==> config.mk <==
export PLATFORM = sky130hd
export DESIGN_NAME = led_fill_scheduler
export DESIGN_NICKNAME = d
export VERILOG_FILES = /design/src/rtl/led_fill_pkg.sv /design/src/rtl/led_fill_timer.sv /design/src/rtl/led_fill_scheduler.sv
export SDC_FILE = /design/constraint.sdc
export NUM_CORES = 1
export LEC_CHECK = 0
export BUFFER_PORTS_ARGS = -buffer_cell sky130_fd_sc_hd__buf_2
export CORE_MARGIN = 1
export CORE_UTILIZATION = 59
export CTS_CLUSTER_DIAMETER = 120
export DETAILED_ROUTE_END_ITERATION = 16
export PLACE_DENSITY = 0.8
export SYNTH_ARGS = -nofsm -noshare
export SYNTH_HDL_FRONTEND = slang
export SYNTH_SLANG_ARGS = --single-unit
==> constraint.sdc <==
create_clock -name clock -period 2.8 [get_ports clock]
set_clock_uncertainty 0.05 [all_clocks]
set_input_delay 0.14 -clock clock [delete_from_list [all_inputs] [get_ports clock]]
set_output_delay 0.14 -clock clock [all_outputs]
set_load 0.005 [all_outputs]
==> src/rtl/led_fill_pkg.sv <==
// Shared types and widths for the LED fill-bar scheduler.
// Optional drain behaviour is enabled by defining LED_FILL_DECAY_EN.
package led_fill_pkg;
    typedef enum logic [1:0] {IDLE, RUN, GRANT} state_e;
    localparam int STAGE_W = 4;
    localparam int TMR_W   = 24;
endpackage

==> src/rtl/led_fill_timer.sv <==
// Period counter: advances while enabled, wraps at PERIOD-1 and flags the terminal count.
module led_fill_timer
    import led_fill_pkg::*;
#(
    parameter int PERIOD = 1300
) (
    input  logic clk_i,
    input  logic rst_n_i,
    input  logic clr_i,
    input  logic en_i,
    output logic tc_o
);
    logic [TMR_W-1:0] cnt_q, cnt_d;

    assign tc_o = (cnt_q == TMR_W'(PERIOD - 1));

    always_comb begin
        cnt_d = cnt_q;
        if (clr_i)
            cnt_d = '0;
        else if (en_i)
            cnt_d = tc_o ? '0 : cnt_q + TMR_W'(1);
    end

    always_ff @(posedge clk_i or negedge rst_n_i) begin
        if (!rst_n_i) cnt_q <= '0;
        else          cnt_q <= cnt_d;
    end
endmodule

==> src/rtl/led_fill_scheduler.sv <==
// Round-robin scheduler sharing one period timer between the left and right LED fill bars.
// Define LED_FILL_DECAY_EN to let a released requester drain its bar one step per grant.
module led_fill_scheduler
    import led_fill_pkg::*;
#(
    parameter int PERIOD  = 1300,
    parameter int L_WIDTH = 5,
    parameter int R_WIDTH = 7
) (
    input  logic               clock,
    input  logic               resetn,
    input  logic               req_l,
    input  logic               req_r,
    input  logic               clear,
    output logic [L_WIDTH-1:0] ledL,
    output logic [R_WIDTH-1:0] ledR,
    output logic               grant_l,
    output logic               grant_r,
    output logic               done_l,
    output logic               done_r,
    output logic               completed
);
    localparam logic [STAGE_W-1:0] LMAX = STAGE_W'(L_WIDTH);
    localparam logic [STAGE_W-1:0] RMAX = STAGE_W'(R_WIDTH);

    state_e             state_q, state_d;
    logic [STAGE_W-1:0] stage_l_q, stage_l_d, stage_r_q, stage_r_d;
    logic               rr_q, rr_d;
    logic               gsel_q, gsel_d;   // side chosen for the pending GRANT (1 = right)
    logic               completed_q, completed_d;
    logic               elig_l, elig_r, tmr_en, tmr_tc;
`ifdef LED_FILL_DECAY_EN
    logic               gup_q, gup_d;     // pending GRANT fills (1) or drains (0)
`endif

    function automatic logic elig(input logic req, input logic [STAGE_W-1:0] st,
                                  input logic [STAGE_W-1:0] mx);
`ifdef LED_FILL_DECAY_EN
        return req ? (st != mx) : (st != '0);
`else
        return req && (st != mx);
`endif
    endfunction

    function automatic logic [STAGE_W-1:0] step_up(input logic [STAGE_W-1:0] st,
                                                   input logic [STAGE_W-1:0] mx);
        return (st == mx) ? st : st + STAGE_W'(1);
    endfunction

`ifdef LED_FILL_DECAY_EN
    function automatic logic [STAGE_W-1:0] step_dn(input logic [STAGE_W-1:0] st);
        return (st == '0) ? st : st - STAGE_W'(1);
    endfunction
`endif

    assign elig_l = elig(req_l, stage_l_q, LMAX);
    assign elig_r = elig(req_r, stage_r_q, RMAX);

    led_fill_timer #(.PERIOD(PERIOD)) u_timer (
        .clk_i   (clock),
        .rst_n_i (resetn),
        .clr_i   (clear),
        .en_i    (tmr_en),
        .tc_o    (tmr_tc)
    );

    always_comb begin
        state_d     = state_q;
        stage_l_d   = stage_l_q;
        stage_r_d   = stage_r_q;
        rr_d        = rr_q;
        gsel_d      = gsel_q;
        completed_d = done_l & done_r;
        tmr_en      = 1'b0;
`ifdef LED_FILL_DECAY_EN
        gup_d       = gup_q;
`endif
        case (state_q)
            IDLE: if (elig_l || elig_r) state_d = RUN;
            RUN: begin
                if (!(elig_l || elig_r)) begin
                    state_d = IDLE;
                end else begin
                    tmr_en = 1'b1;
                    if (tmr_tc) begin
                        state_d = GRANT;
                        if (elig_l && elig_r) begin
                            gsel_d = rr_q;
                            rr_d   = ~rr_q;
                        end else begin
                            gsel_d = elig_r;
                            rr_d   = ~elig_r;
                        end
`ifdef LED_FILL_DECAY_EN
                        gup_d = gsel_d ? req_r : req_l;
`endif
                    end
                end
            end
            GRANT: begin
`ifdef LED_FILL_DECAY_EN
                if (!gsel_q) stage_l_d = gup_q ? step_up(stage_l_q, LMAX) : step_dn(stage_l_q);
                else         stage_r_d = gup_q ? step_up(stage_r_q, RMAX) : step_dn(stage_r_q);
`else
                if (!gsel_q) stage_l_d = step_up(stage_l_q, LMAX);
                else         stage_r_d = step_up(stage_r_q, RMAX);
`endif
                state_d = (elig(req_l, stage_l_d, LMAX) || elig(req_r, stage_r_d, RMAX))
                          ? RUN : IDLE;
            end
            default: state_d = IDLE;
        endcase

        // clear overrides any grant in flight, including the stage step
        if (clear) begin
            state_d     = IDLE;
            stage_l_d   = '0;
            stage_r_d   = '0;
            rr_d        = 1'b0;
            gsel_d      = 1'b0;
            completed_d = 1'b0;
        end
    end

    always_ff @(posedge clock or negedge resetn) begin
        if (!resetn) begin
            state_q     <= IDLE;
            stage_l_q   <= '0;
            stage_r_q   <= '0;
            rr_q        <= 1'b0;
            gsel_q      <= 1'b0;
            completed_q <= 1'b0;
`ifdef LED_FILL_DECAY_EN
            gup_q       <= 1'b0;
`endif
        end else begin
            state_q     <= state_d;
            stage_l_q   <= stage_l_d;
            stage_r_q   <= stage_r_d;
            rr_q        <= rr_d;
            gsel_q      <= gsel_d;
            completed_q <= completed_d;
`ifdef LED_FILL_DECAY_EN
            gup_q       <= gup_d;
`endif
        end
    end

    assign grant_l   = (state_q == GRANT) && !gsel_q;
    assign grant_r   = (state_q == GRANT) &&  gsel_q;
    assign done_l    = (stage_l_q == LMAX);
    assign done_r    = (stage_r_q == RMAX);
    assign completed = completed_q;

    always_comb begin
        ledL = '0;
        ledR = '0;
        for (int i = 0; i < L_WIDTH; i++) ledL[L_WIDTH-1-i] = (STAGE_W'(i) < stage_l_q);
        for (int i = 0; i < R_WIDTH; i++) ledR[i] = (STAGE_W'(i) < stage_r_q);
    end
endmodule

-- After elaboration in Yosys (flattened, before gate mapping)
Cells that the tools add are included.
- register bits after elaboration: 37
- input port bits: 5
- output and inout bits: 17
- logic and storage cells: 86
- $add $sub $neg: 3
- $lt $le $gt $ge: 12
- equal/unequal tests: 11
- muxes and demuxes: 32
- bitwise operators: 3
- reduce and logical (&&, ||, !) cells: 18
- operators by type and width (kind ; number):
    $mux 24 ; 3
    $mux 4 ; 10
    $add 24x1->24 const B ; 1
    $eq 24x11->1 const B ; 1
    $ne 4x3->1 const B ; 5
    $lt 1x4->1 const A ; 4
    $lt 2x4->1 const A ; 4
    $lt 3x4->1 const A ; 4
    $mux 1 ; 14
    $reduce_bool 2->1 ; 5
    $add 4x1->4 const B ; 2
    $eq 4x3->1 const B ; 2
    $mux 2 ; 4
    $logic_and 1x1->1 ; 7
    $pmux 2 s3 ; 1
    $ne 3x3->1 const B ; 1
    $reduce_and 3->1 ; 1
    $eq 2x1->1 const B ; 1
    $eq 2x2->1 const B ; 1
    $logic_not 2->1 ; 1
    $logic_or 1x1->1 ; 2
    $not 1->1 ; 2
    $reduce_and 2->1 ; 1
    $and 1x1->1 ; 1
    $logic_not 1->1 ; 1

-- Longest topological paths before layout
- depth after elaboration: 10
- gate-level depth with buffers: 9
- gate-level depth less buffers: 8

-- Cells and area by module
A second synthesis with hierarchy kept.
- cell total of the unflattened synthesis: 297
- area total of the unflattened synthesis: 2511.2 µm²
- by module, submodules not included (module ; times used ; cells an instance ; area each (µm²) ; seq. area each (µm²)):
    led_fill_timer ; 1 ; 184 ; 1550.2 ; 600.6
    led_fill_scheduler ; 1 ; 113 ; 960.9 ; 325.3

-- Worst setup path before layout
OpenSTA, ideal clock, no wires.
- path kind: reg-to-reg
- start point: register stage_r_q[0]
- end point: register u_timer.cnt_q[15]
- library setup time: 0.069 ns
- arrival time: 1.977 ns
- data required time: 2.681 ns
- path slack: 0.704 ns
- cell stages (with the launch flop): 10
- buffers on the path: 3
- period minus slack after synthesis: 2.096 ns
- path through: dfrtp_1 > ha_1 > clkbuf_1 > nand3b_2 > a22oi_2 > and4b_1 > or2_1 > buf_6 > buf_6 > nor2_2
- longest elaborated chain between the ends: 6
- ends and longest elaborated chain (element ; line ; text):
    start, declared ; led_fill_scheduler.sv:27 ; logic [STAGE_W-1:0] stage_l_q, stage_l_d, stage_r_q, stage_r_d;
    start signal, assigned ; led_fill_scheduler.sv:139 ; stage_r_q <= stage_r_d;
    $ne 4x3->1 ; led_fill_scheduler.sv:41 ; return req && (st != mx);
    $logic_and 1x1->1 ; led_fill_scheduler.sv:41 ;
    $logic_or 1x1->1 ; led_fill_scheduler.sv:81 ; if (!(elig_l || elig_r)) begin
    $mux 1 ; led_fill_scheduler.sv:81 ;
    $mux 1 ; led_fill_scheduler.sv:78 ; case (state_q)
    $reduce_bool 2->1 (no line) ; -- ;
    end signal, assigned ; led_fill_timer.sv:27 ; else cnt_q <= cnt_d;
    end, declared ; led_fill_timer.sv:13 ; logic [TMR_W-1:0] cnt_q, cnt_d;
Every way passes these cells.
A chain may end at the register's enable or synchronous reset.

-- Worst setup path after layout
- start point: register stage_l_q[1]
- end point: register u_timer.cnt_q[11]
- longest elaborated chain between the ends: 6
- ends and longest elaborated chain (element ; line ; text):
    start, declared ; led_fill_scheduler.sv:27 ;
    start signal, assigned ; led_fill_scheduler.sv:138 ; stage_l_q <= stage_l_d;
    $ne 4x3->1 ; led_fill_scheduler.sv:41 ;
    $logic_and 1x1->1 ; led_fill_scheduler.sv:41 ;
    $logic_or 1x1->1 ; led_fill_scheduler.sv:81 ;
    $mux 1 ; led_fill_scheduler.sv:81 ;
    $mux 1 ; led_fill_scheduler.sv:78 ;
    $reduce_bool 2->1 (no line) ; -- ;
Every way passes these cells.

==> impl_results.md <==
* Fmax at about 0.42 GHz
* DRT Pass-1 Iters at 4
* Worst slew margin at 45.6%
* RSZ-0062 raised after global routing: false
* Synth area leader: dfrtp_1
* Crit path cell chain: inv_1, ha_1, nand3b_1, a221o_1, nand3_1, xor2_1, nor2_2
* DRT iter0 DRCs at 122
* Port bufs at 21
* Max VDD drop at around 0.00029 V
* Buf/Inv on CP at 1
* Slowest stage delay, CP at 0.68 ns
* Slew @ Worst Pin at 0.816 ns
* Gpl congestion at roughly 0.8
* Cell Pwr Density at 391 nW/um2
* Pwr Total at roughly 1000 uW
* Critical path peak fanout at 19
* Ports at 22
* Die Y at 64.6 um
* Total of max-cap violations at 0
* CP Class: register to register
* Grt ovf at 0
* Final cell count without fillers at 317
* Initial antenna violation count at 0
* CTS tree: done
* Crit start category: register
* Crit end category: register
* Pleak at 1.26 nW
* WP data required at 2.92 ns
* Final nets at 279
* DR WL met2 at 2290 um
* Share of layout cells above drive strength 1 at between 10% and 20%
* Slew Viols, Final at 0
* Post-route setup TNS at 0 ns
* Top sig layer: met4
* Fill count at between 300 and 400
* Syn_nets at between 200 and 300
* Total placed cells including tap cells at 308
* First-pass GRT wire length at 8270 um
* Sequential area share after synthesis at 40.1%
* Worst R2R Setup Slack at about 0.44 ns
* Antenna-violating nets left at 0
* HPWL Detailed at 3310 um
* Hold Path Class: primary input to register
* GRT Util Overall at about a quarter
* Clock period minus final worst setup slack at 2.36 ns
* DIE AREA at 4170 um2
* Final Util at between 60% and 70%
* Most frequent cells in the layout: 37 x dfrtp_1, 28 x nor2_1, 21 x buf_2, 17 x nand2_1, 14 x xor2_1
* EDFF count, synth at 0
* Top cells by area in the synthesized netlist: dfrtp_1 40%, xor2_1 5.3%, nor2_1 4.5%, ha_1 3.2%, nand4_1 3.0%
* Vias in the first global route at 1814
* Worst-Skew Late Latency at 0.29 ns
* Most common cell after layout, fill and taps aside: dfrtp_1
* Syn avg cell area at 9.32 um2
* Async S/R FF share, synth at between 90% and 100%
* Diodes inserted at 0
* DRC violation count after routing at 0
* Register bit total from synthesis at 37
* Setup violators final at 0
* Slowest cell on the critical path: a221o_1
* Initial core utilization at 62.2%
* Via density at just under 6
* Clock root cell: clkbuf_8
* Pin count of the biggest net entering global routing at 38
* Vias post-DR at 1886
* Final wirelength at approximately 4800 um
* Sink Count at 37
* YS warnings at 0
* Arr. time, crit path at 2.48 ns
* WHS at 0.105 ns
* Post-Syn Instances at 248
* Core Area at 3720 um2
* Fin crit share at a little over four fifths
* Inserted Clock Buffers at 5
* Synth cell types at 47
* Area share of the largest cell type after synthesis at 40.1%
* Mapped Area at between 2000 and 2500 um2
* Longest Clk Path Bufs at 2
* Main flop type after synthesis: dfrtp_1
* CP delay by family, top: compound AO/OA/AOI/OAI gates
* DR WL met3 at 218 um
* Outcome: finished, final reports clean
* Worst-path clk slew at 0.08 ns
* Row Count at 22
* Hold violation total from the final report at 0
* Post-Route M1 WL at approximately 2200 um
* Die Wd at 64.6 um
* Wirelength per Cell at between 10 and 15 um
* Area Overhead vs Synth at 8.99%
* H-tree Lvls at 2
## metrics by stage
step / setup WS [ns] / cell area [um2]
2_1_floorplan: 0.704 / 2310
3_3_place_gp: 0.561 / 2430
3_5_place_dp: 0.505 / 2430
4_1_cts: 0.462 / 2520
5_1_grt: 0.241 / 2520
6_report: 0.438 / 2520
## state kept, by name (all words and copies together), names as in the netlist
name,count
completed,1
gsel_q,1
rr_q,1
stage_l_q,4
stage_r_q,4
state_q,2
u_timer.cnt_q,24
## what timing repair did
action / 4_1_cts / 5_1_grt
hold endpoints to repair: 37 / 0
buffers inserted: 0 / 0
gates resized for setup: 0 / 0
hold buffers: 1 / 0
## where the power goes
part	leakage, nW	total (mW)	internal [mW]	switching [mW]
logic	0.697	0.0733	0.0247	0.0486
registers	0.514	0.547	0.540	0.00657
clock network	0.0450	0.364	0.173	0.191
total	1.26	0.984	0.738	0.246
## path summary, 6_finish.rpt
check	depth (start not counted)	endpoint	startpoint
setup / recovery	7	u_timer.cnt_q[11]$_DFFE_PN0P_	stage_l_q[1]$_DFFE_PN0P_
hold / removal	3	state_q[0]$_DFFE_PN0P_	req_r
setup reg to reg	7	u_timer.cnt_q[11]$_DFFE_PN0P_	stage_l_q[1]$_DFFE_PN0P_
hold reg to reg	1	u_timer.cnt_q[22]$_DFFE_PN0P_	u_timer.cnt_q[22]$_DFFE_PN0P_
max in group asynchronous	2	u_timer.cnt_q[11]$_DFFE_PN0P_	resetn
min in group asynchronous	2	stage_l_q[2]$_DFFE_PN0P_	resetn
## final cells by class
| type | count | area, um2 | area share, % |
|---|---|---|---|
| clock buffer | 6 | 72.6 | 2.88 |
| clock inverter | 2 | 10.0 | 0.397 |
| inverter | 12 | 45.0 | 1.79 |
| multi-input combinational | 187 | 1270 | 50.3 |
| sequential | 37 | 926 | 36.8 |
| tap | 48 | 60.1 | 2.38 |
| timing repair buffer | 25 | 138 | 5.46 |
## per-layer routing
metal | global-route usage, % | vias to the layer above
met5 | 0 | -
met4 | 9.17 | 0
met3 | 5.99 | 8
met2 | 43.6 | 51
met1 | 33.0 | 904
li1 | - | 923
## tightest hold or removal path, cell delays in order
cell	delay, ns
buf_2	0.13
o31ai_1	0.08
a21oi_1	0.07
## synth_stat cells, drive strengths merged (2+ instances only)
cell type / count
nor2: 38
dfrtp: 37
nand2: 17
xor2: 14
nand3: 13
inv: 12
nand4: 11
a21oi: 9
buf: 7
and4: 6
ha: 6
nor3: 6
or4: 6
xnor2: 6
a31oi: 5
clkbuf: 5
and3: 4
mux2i: 4
a21o: 3
and2: 3
nor2b: 3
nor4: 3
o31ai: 3
a211oi: 2
a221o: 2
a221oi: 2
a41o: 2
and3b: 2
mux2: 2
nand3b: 2
or3: 2
## logic make-up after synthesis
logic type | count (synthesis) | share of synthesized area (%)
mux | 6 | 2.71
xor+xnor | 20 | 7.58
buf+inv | 24 | 5.09
fa+ha+maj | 6 | 3.25
compound gates | 34 | 10.8
simple gates | 121 | 30.5
flops | 37 | 40.1
Note: power is estimated with default switching activity, not from simulation.
